**src/rtl/mem_arbiter.sv**
```systemverilog
// mem_arbiter: shares one RAM port between the instruction-fetch requester
// and the MEM-stage data requester of a pipelined core.
//
// One access is granted at a time and is held until ram_ready. Data has
// priority, but fetch is forced after MAX_DSTREAK consecutive data grants
// that were made while a fetch was waiting. A watchdog abandons an access
// that waits WAIT_LIMIT cycles for ram_ready and raises a sticky error flag.
//
// Ports:
//   CLK, RST            clock (rising edge), async active-high reset
//   iREN, iaddr         instruction read request (held until ihit) + address
//   dREN, dWEN, daddr   data read/write request (held until dhit) + address
//   dstore              data write word
//   ramload, ram_ready  RAM read data and completion strobe
//   ramREN, ramWEN      RAM enables
//   ramaddr, ramstore   RAM address and write data
//   iload, ihit         fetched instruction and one-cycle fetch completion
//   dload, dhit         load data (0 for writes) and one-cycle data completion
//   timeout_err         sticky watchdog error, cleared only by RST
module mem_arbiter #(
  parameter int ADDR_W      = 32,
  parameter int DATA_W      = 32,
  parameter int MAX_DSTREAK = 4,
  parameter int WAIT_LIMIT  = 255
) (
  input  logic              CLK,
  input  logic              RST,
  input  logic              iREN,
  input  logic [ADDR_W-1:0] iaddr,
  input  logic              dREN,
  input  logic              dWEN,
  input  logic [ADDR_W-1:0] daddr,
  input  logic [DATA_W-1:0] dstore,
  input  logic [DATA_W-1:0] ramload,
  input  logic              ram_ready,
  output logic              ramREN,
  output logic              ramWEN,
  output logic [ADDR_W-1:0] ramaddr,
  output logic [DATA_W-1:0] ramstore,
  output logic [DATA_W-1:0] iload,
  output logic [DATA_W-1:0] dload,
  output logic              ihit,
  output logic              dhit,
  output logic              timeout_err
);

  localparam int WAIT_W   = $clog2(WAIT_LIMIT + 1);
  localparam int STREAK_W = $clog2(MAX_DSTREAK + 1);

  localparam logic [WAIT_W-1:0]   WAIT_LAST  = WAIT_W'(WAIT_LIMIT - 1);
  localparam logic [STREAK_W-1:0] STREAK_MAX = STREAK_W'(MAX_DSTREAK);

  typedef enum logic [1:0] {
    IDLE = 2'd0,
    IACC = 2'd1,
    DACC = 2'd2
  } state_t;

  state_t              state, state_next;
  logic                d_is_write, d_is_write_next;
  logic [WAIT_W-1:0]   wait_cnt, wait_cnt_next;
  logic [STREAK_W-1:0] dstreak, dstreak_next;
  logic                timeout_next;
  logic                dreq;

  assign dreq = dREN | dWEN;

  // NOTE: sequential state uses non-blocking assignments so every register
  // samples the values from before the edge, independent of statement order.
  always_ff @(posedge CLK or posedge RST) begin
    if (RST) begin
      state       <= IDLE;
      d_is_write  <= 1'b0;
      wait_cnt    <= '0;
      dstreak     <= '0;
      timeout_err <= 1'b0;
    end else begin
      state       <= state_next;
      d_is_write  <= d_is_write_next;
      wait_cnt    <= wait_cnt_next;
      dstreak     <= dstreak_next;
      timeout_err <= timeout_next;
    end
  end

  // Next-state logic: arbitration in IDLE, completion/watchdog while busy.
  // NOTE: every signal gets a default before the case so no path leaves a
  // value unassigned, which would otherwise infer a latch.
  always_comb begin
    state_next      = state;
    d_is_write_next = d_is_write;
    wait_cnt_next   = wait_cnt;
    dstreak_next    = dstreak;
    timeout_next    = timeout_err;

    case (state)
      IDLE: begin
        // Clearing here means the counter starts at zero on every grant.
        wait_cnt_next = '0;
        if (dreq && (!iREN || dstreak != STREAK_MAX)) begin
          state_next      = DACC;
          d_is_write_next = dWEN;  // dREN & dWEN together counts as a write
          if (!iREN)
            dstreak_next = '0;
          else if (dstreak != STREAK_MAX)
            dstreak_next = dstreak + STREAK_W'(1);
        end else begin
          // Either a fetch grant (forced or uncontended) or no fetch waiting:
          // both restart the data streak.
          if (iREN)
            state_next = IACC;
          dstreak_next = '0;
        end
      end

      IACC, DACC: begin
        if (ram_ready) begin
          state_next = IDLE;
        end else begin
          wait_cnt_next = wait_cnt + WAIT_W'(1);
          if (wait_cnt == WAIT_LAST) begin
            // The counter reaches WAIT_LIMIT on this edge: give up, no hit.
            state_next   = IDLE;
            timeout_next = 1'b1;
          end
        end
      end

      default: state_next = IDLE;
    endcase
  end

  // Outputs are decoded from the registered state, so an asynchronous reset
  // silences the RAM port and the hits immediately. Enables follow the
  // latched grant type so a flushed request cannot turn a read into a
  // write (or abort the access) halfway through.
  always_comb begin
    ramREN   = 1'b0;
    ramWEN   = 1'b0;
    ramaddr  = '0;
    ramstore = '0;
    iload    = '0;
    dload    = '0;
    ihit     = 1'b0;
    dhit     = 1'b0;

    case (state)
      IACC: begin
        ramREN  = 1'b1;
        ramaddr = iaddr;
        if (ram_ready) begin
          ihit  = iREN;
          iload = ramload;
        end
      end

      DACC: begin
        ramWEN   = d_is_write;
        ramREN   = ~d_is_write;
        ramaddr  = daddr;
        ramstore = dstore;
        if (ram_ready) begin
          dhit = dreq;
          if (!d_is_write)
            dload = ramload;
        end
      end

      default: ;
    endcase
  end

endmodule

```
**config.mk**
```make
export PLATFORM = sky130hd
export DESIGN_NAME = mem_arbiter
export DESIGN_NICKNAME = d
export VERILOG_FILES = /design/src/rtl/mem_arbiter.sv
export SDC_FILE = /design/constraint.sdc
export NUM_CORES = 1
export LEC_CHECK = 0
export ABC_AREA = 1
export ABC_CLOCK_PERIOD_IN_PS = 4900
export CAP_MARGIN = 30
export CORE_AREA = 2 2 103 105
export CTS_CLUSTER_DIAMETER = 50
export DETAILED_ROUTE_END_ITERATION = 10
export DIE_AREA = 0 0 105 107
export GPL_TIMING_DRIVEN = 0
export PLACE_DENSITY = 0.67
export SKIP_CTS_REPAIR_TIMING = 1
export SLEW_MARGIN = 10
export SYNTH_ARGS = -nofsm -noshare
export SYNTH_HDL_FRONTEND = slang
export SYNTH_SLANG_ARGS = --single-unit
```
**constraint.sdc**
```tcl
create_clock -name CLK -period 4.9 [get_ports CLK]
set_clock_uncertainty 0.15 [all_clocks]
set_input_delay 1.225 -clock CLK [delete_from_list [all_inputs] [get_ports CLK]]
set_output_delay 1.225 -clock CLK [all_outputs]
set_load 0.02 [all_outputs]
```
* Word-level counts from Yosys, hierarchy flattened *
Cells that the tools add are included.

storage, ports and cells
  logic and storage cells = 52
  bits in registers = 15
  input bits = 134

operators by class
  equality and inequality tests = 8
  reductions and logical operators = 11
  bitwise gates (word level) = 3
  multiplexer cells = 23
  $add $sub $neg = 2

operators with widths
  cell                 count
  $mux 32              6
  $pmux 32 s2          1
  $pmux 8 s2           1
  $ne 3x3->1 const B   4
  $mux 3               3
  $add 8x1->8 const B  1
  $eq 8x8->1 const B   1
  $mux 2               4
  $mux 8               1
  $reduce_and 2->1     4
  $mux 1               5
  $pmux 2 s2           1
  $add 3x1->3 const B  1
  $reduce_and 3->1     1
  $eq 2x1->1 const B   1
  $eq 2x2->1 const B   1
  $logic_not 2->1      1
  $ne 2x2->1 const B   1
  $not 1->1            2
  $pmux 1 s2           1
  $reduce_bool 2->1    1
  $reduce_or 2->1      1
  $logic_and 1x1->1    1
  $logic_not 1->1      1
  other kinds (2)      2

* Longest topological paths before layout *
  word-level depth = 5
  depth in mapped cells = 9
  depth with buffers taken out = 9

* Worst setup path before layout *
No wires, ideal clock.

  path type = input-to-output
  start point = in ram_ready
  end point = out dload[10]
  path slack = 1.709 ns
  data required time = 3.525 ns
  stages on the path = 3
  data arrival time = 1.816 ns
  cell sequence = nand3_1 -> buf_2 -> nor2_1

on the way
  cells in the longest elaborated chain, start to end = 2

ends and longest elaborated chain
  item                RTL line  source
  start: declaration  35        input logic ram_ready,
  $mux 32             162       if (ram_ready) begin
  $mux 32             147       case (state)
  end: declaration    41        output logic [DATA_W-1:0] dload,

Every way passes these cells.

* Worst setup path after layout *
  start point = in ram_ready
  end point = out dload[3]

Same word-level chain as after synthesis.

==> results.toml <==
[place]
io_buffers = 266
hpwl_um = 9640
finalWeightedCongestion = 0.854
place_inst = 800

[grt]
grt_pass1_vias = 3141
met2_usage_pct = 34.5
grt_util_all_layers_pct = 18.5
grt_max_degree = 16
busiest_layer = "met2"
antenna_found_initial = 0
grtUsageMet3_pct = 5.59
grt_overflow = 0
grt_pass1_wl_um = 16500
grtUsageMet1_pct = 21.4

[clock_tree]
cts.sinks = 15
clockBufferDepth = 2
htreeDepth = 1
clock_latency_ps = 260
cts_buffers = 3
cts_tree = "built"
ctsRootBufferMaster = "clkbuf_8"
cts.clk_slew.worst_paths_ps = 50

[layout]
n_fill_cell = 1081
finish.utilization_pct = 48.3
layout_commonest_cell = "clkdlybuf4s50_1"
drive_gt1_share_pct = 3.59
final_cell_mix = "clkdlybuf4s50_1 (266), nand2_1 (125), inv_1 (85)"
areaGrowthSynthToFinish_pct = 144
num-nets-final = 810
diodes = 0
fin_cells = 804

[power]
power_leakage_nw = 2.30
p_per_area_nw_per_um2 = 370
ir_drop_mv = 0.216

[critical_path]
max_stage_delay_ps = 650
crit_chain = "clkdlybuf4s50_1 > nand3_1 > buf_2 > nor2_1 > clkdlybuf4s50_1"
crit_top_cell = "clkdlybuf4s50_1"
critPathSlowestCell = "clkdlybuf4s50_1"
worstPathRequired_ps = 3520
crit_type = "input pin to primary output"
arrival_ps = 3150
start_kind = "input pin"
rrSetupSlack_ps = 3240
rr_endpoint = "wait_cnt[6]"
path_max_fanout = 10
cp-end-kind = "primary output"
r2r_start = "state[1]"
reg2reg_depth = 8

[yosys]
async_flop_share_pct = 100
syn-num-nets = 539
synthFlopType = "dfrtp_1"
yosysWarningCount = 0
synth_seq_area_share_pct = 18.8
synth_cell_types = 16
synth_seq_cells = 15
netlist_area_um2 = 2000
syn_inst = 398
synth_edf_count = 0
avgSynthCellArea_um2 = 5.01

[sta]
hold_viol_final = 0
rsz0062_at_grt = "false"
min_period_ps = 4520
setup_violations = 0
slew_violations = 0
max_freq_mhz = 221
slew_headroom_pct = 60.3
fin_crit_sh_pct = 92.2
tightest_slew_ps = 596
setup_tns_ps = 0

[job]
cap_violations = 0

[floorplanning]
start_util_pct = 19.8
rows = 37
dieArea_um2 = 11200
die_w_um = 105
coreArea_um2 = 10100
die-height_um = 107
top_level_ports = 267

[detailed_routing]
drt-pass1-iter-count = 6
routed_via_density = 4.11
routedWlPerCell_um = 14.1
drc = 0
dr_total_vias = 3306
drt_wl_total_um = 11300
ant_nets = 0
drtIter0Drc = 213

[worst_hold_path]
min_from = "timeout_err"
hold_path_depth = 1
hold_path.class = "flip-flop to flip-flop"
holdPathEnd = "timeout_err"

[outcome]
outcome = "finished, final reports clean"
cell families after synthesis:
group,synth area share [%]
AND/OR/NAND/NOR,43.3
flip-flops,18.8
AO/OA/AOI/OAI,12.0
buffers and inverters,21.4
adder cells (fa/ha/maj),4.39
report_power, final:
group          switching [mW]  internal, mW
registers              0.0236         0.149
logic                   0.887         0.641
clock network          0.0455        0.0577
total                   0.956         0.848
registers in the layout (all words and copies together), names as in the netlist:
signal,count
dstreak,3
state,2
d_is_write,1
wait_cnt,8
timeout_err,1
Yosys cell counts, types with 2 or more instances:
cell	number	area [um^2]
clkbuf_1	3	11.3
inv_2	2	7.51
nand4_1	2	12.5
o21bai_1	2	15.0
inv_1	85	319
o21ai_1	6	30.0
nand2_1	125	469
o21ai_0	5	25.0
ha_1	7	87.6
nor2_1	75	282
buf_2	17	85.1
dfrtp_1	15	375
nand3_1	18	90.1
a21oi_1	34	170
critical path: cells and delay by family:
family	cells	cell delay, ps
buffers and inverters	3	1500
AND/OR/NAND/NOR	2	420
per-layer routing:
metal	share of wire, %	up-vias
met5	0	-
met4	0.65	0
met3	8.3	8
met2	51	139
met1	40	1453
li1	-	1706
worst max path at each step:
stage                    from         to  slack, ps
floorplan           ram_ready  dload[10]       1710
global placement    ram_ready  dload[25]        320
detailed placement  ram_ready  dload[25]        320
CTS                 ram_ready  dload[25]        320
global route        ram_ready  dload[25]        280
finish              ram_ready   dload[3]        380
layout make-up:
cell class	instances	area [um^2]	area share, %
Buffer	21	101	2.08
Clock buffer	4	45.0	0.924
Inverter	87	327	6.70
Multi-Input combinational cell	275	1190	24.5
Sequential cell	15	375	7.70
Tap cell	136	170	3.49
Timing Repair Buffer	266	2660	54.6
per-stage QoR:
| step | hold WS [ps] | area (um^2) | setup WS, ps | power, mW |
|---|---|---|---|---|
| floorplan | 317 | 2000 | 1710 | 0.969 |
| global placement | 312 | 4830 | 322 | 1.69 |
| detailed placement | 315 | 4830 | 324 | 1.71 |
| CTS | 333 | 4870 | 318 | 1.82 |
| global route | 367 | 4870 | 281 | 1.94 |
| finish | 328 | 4870 | 380 | 1.80 |
No activity file was read; power rests on OpenSTA's default activity.
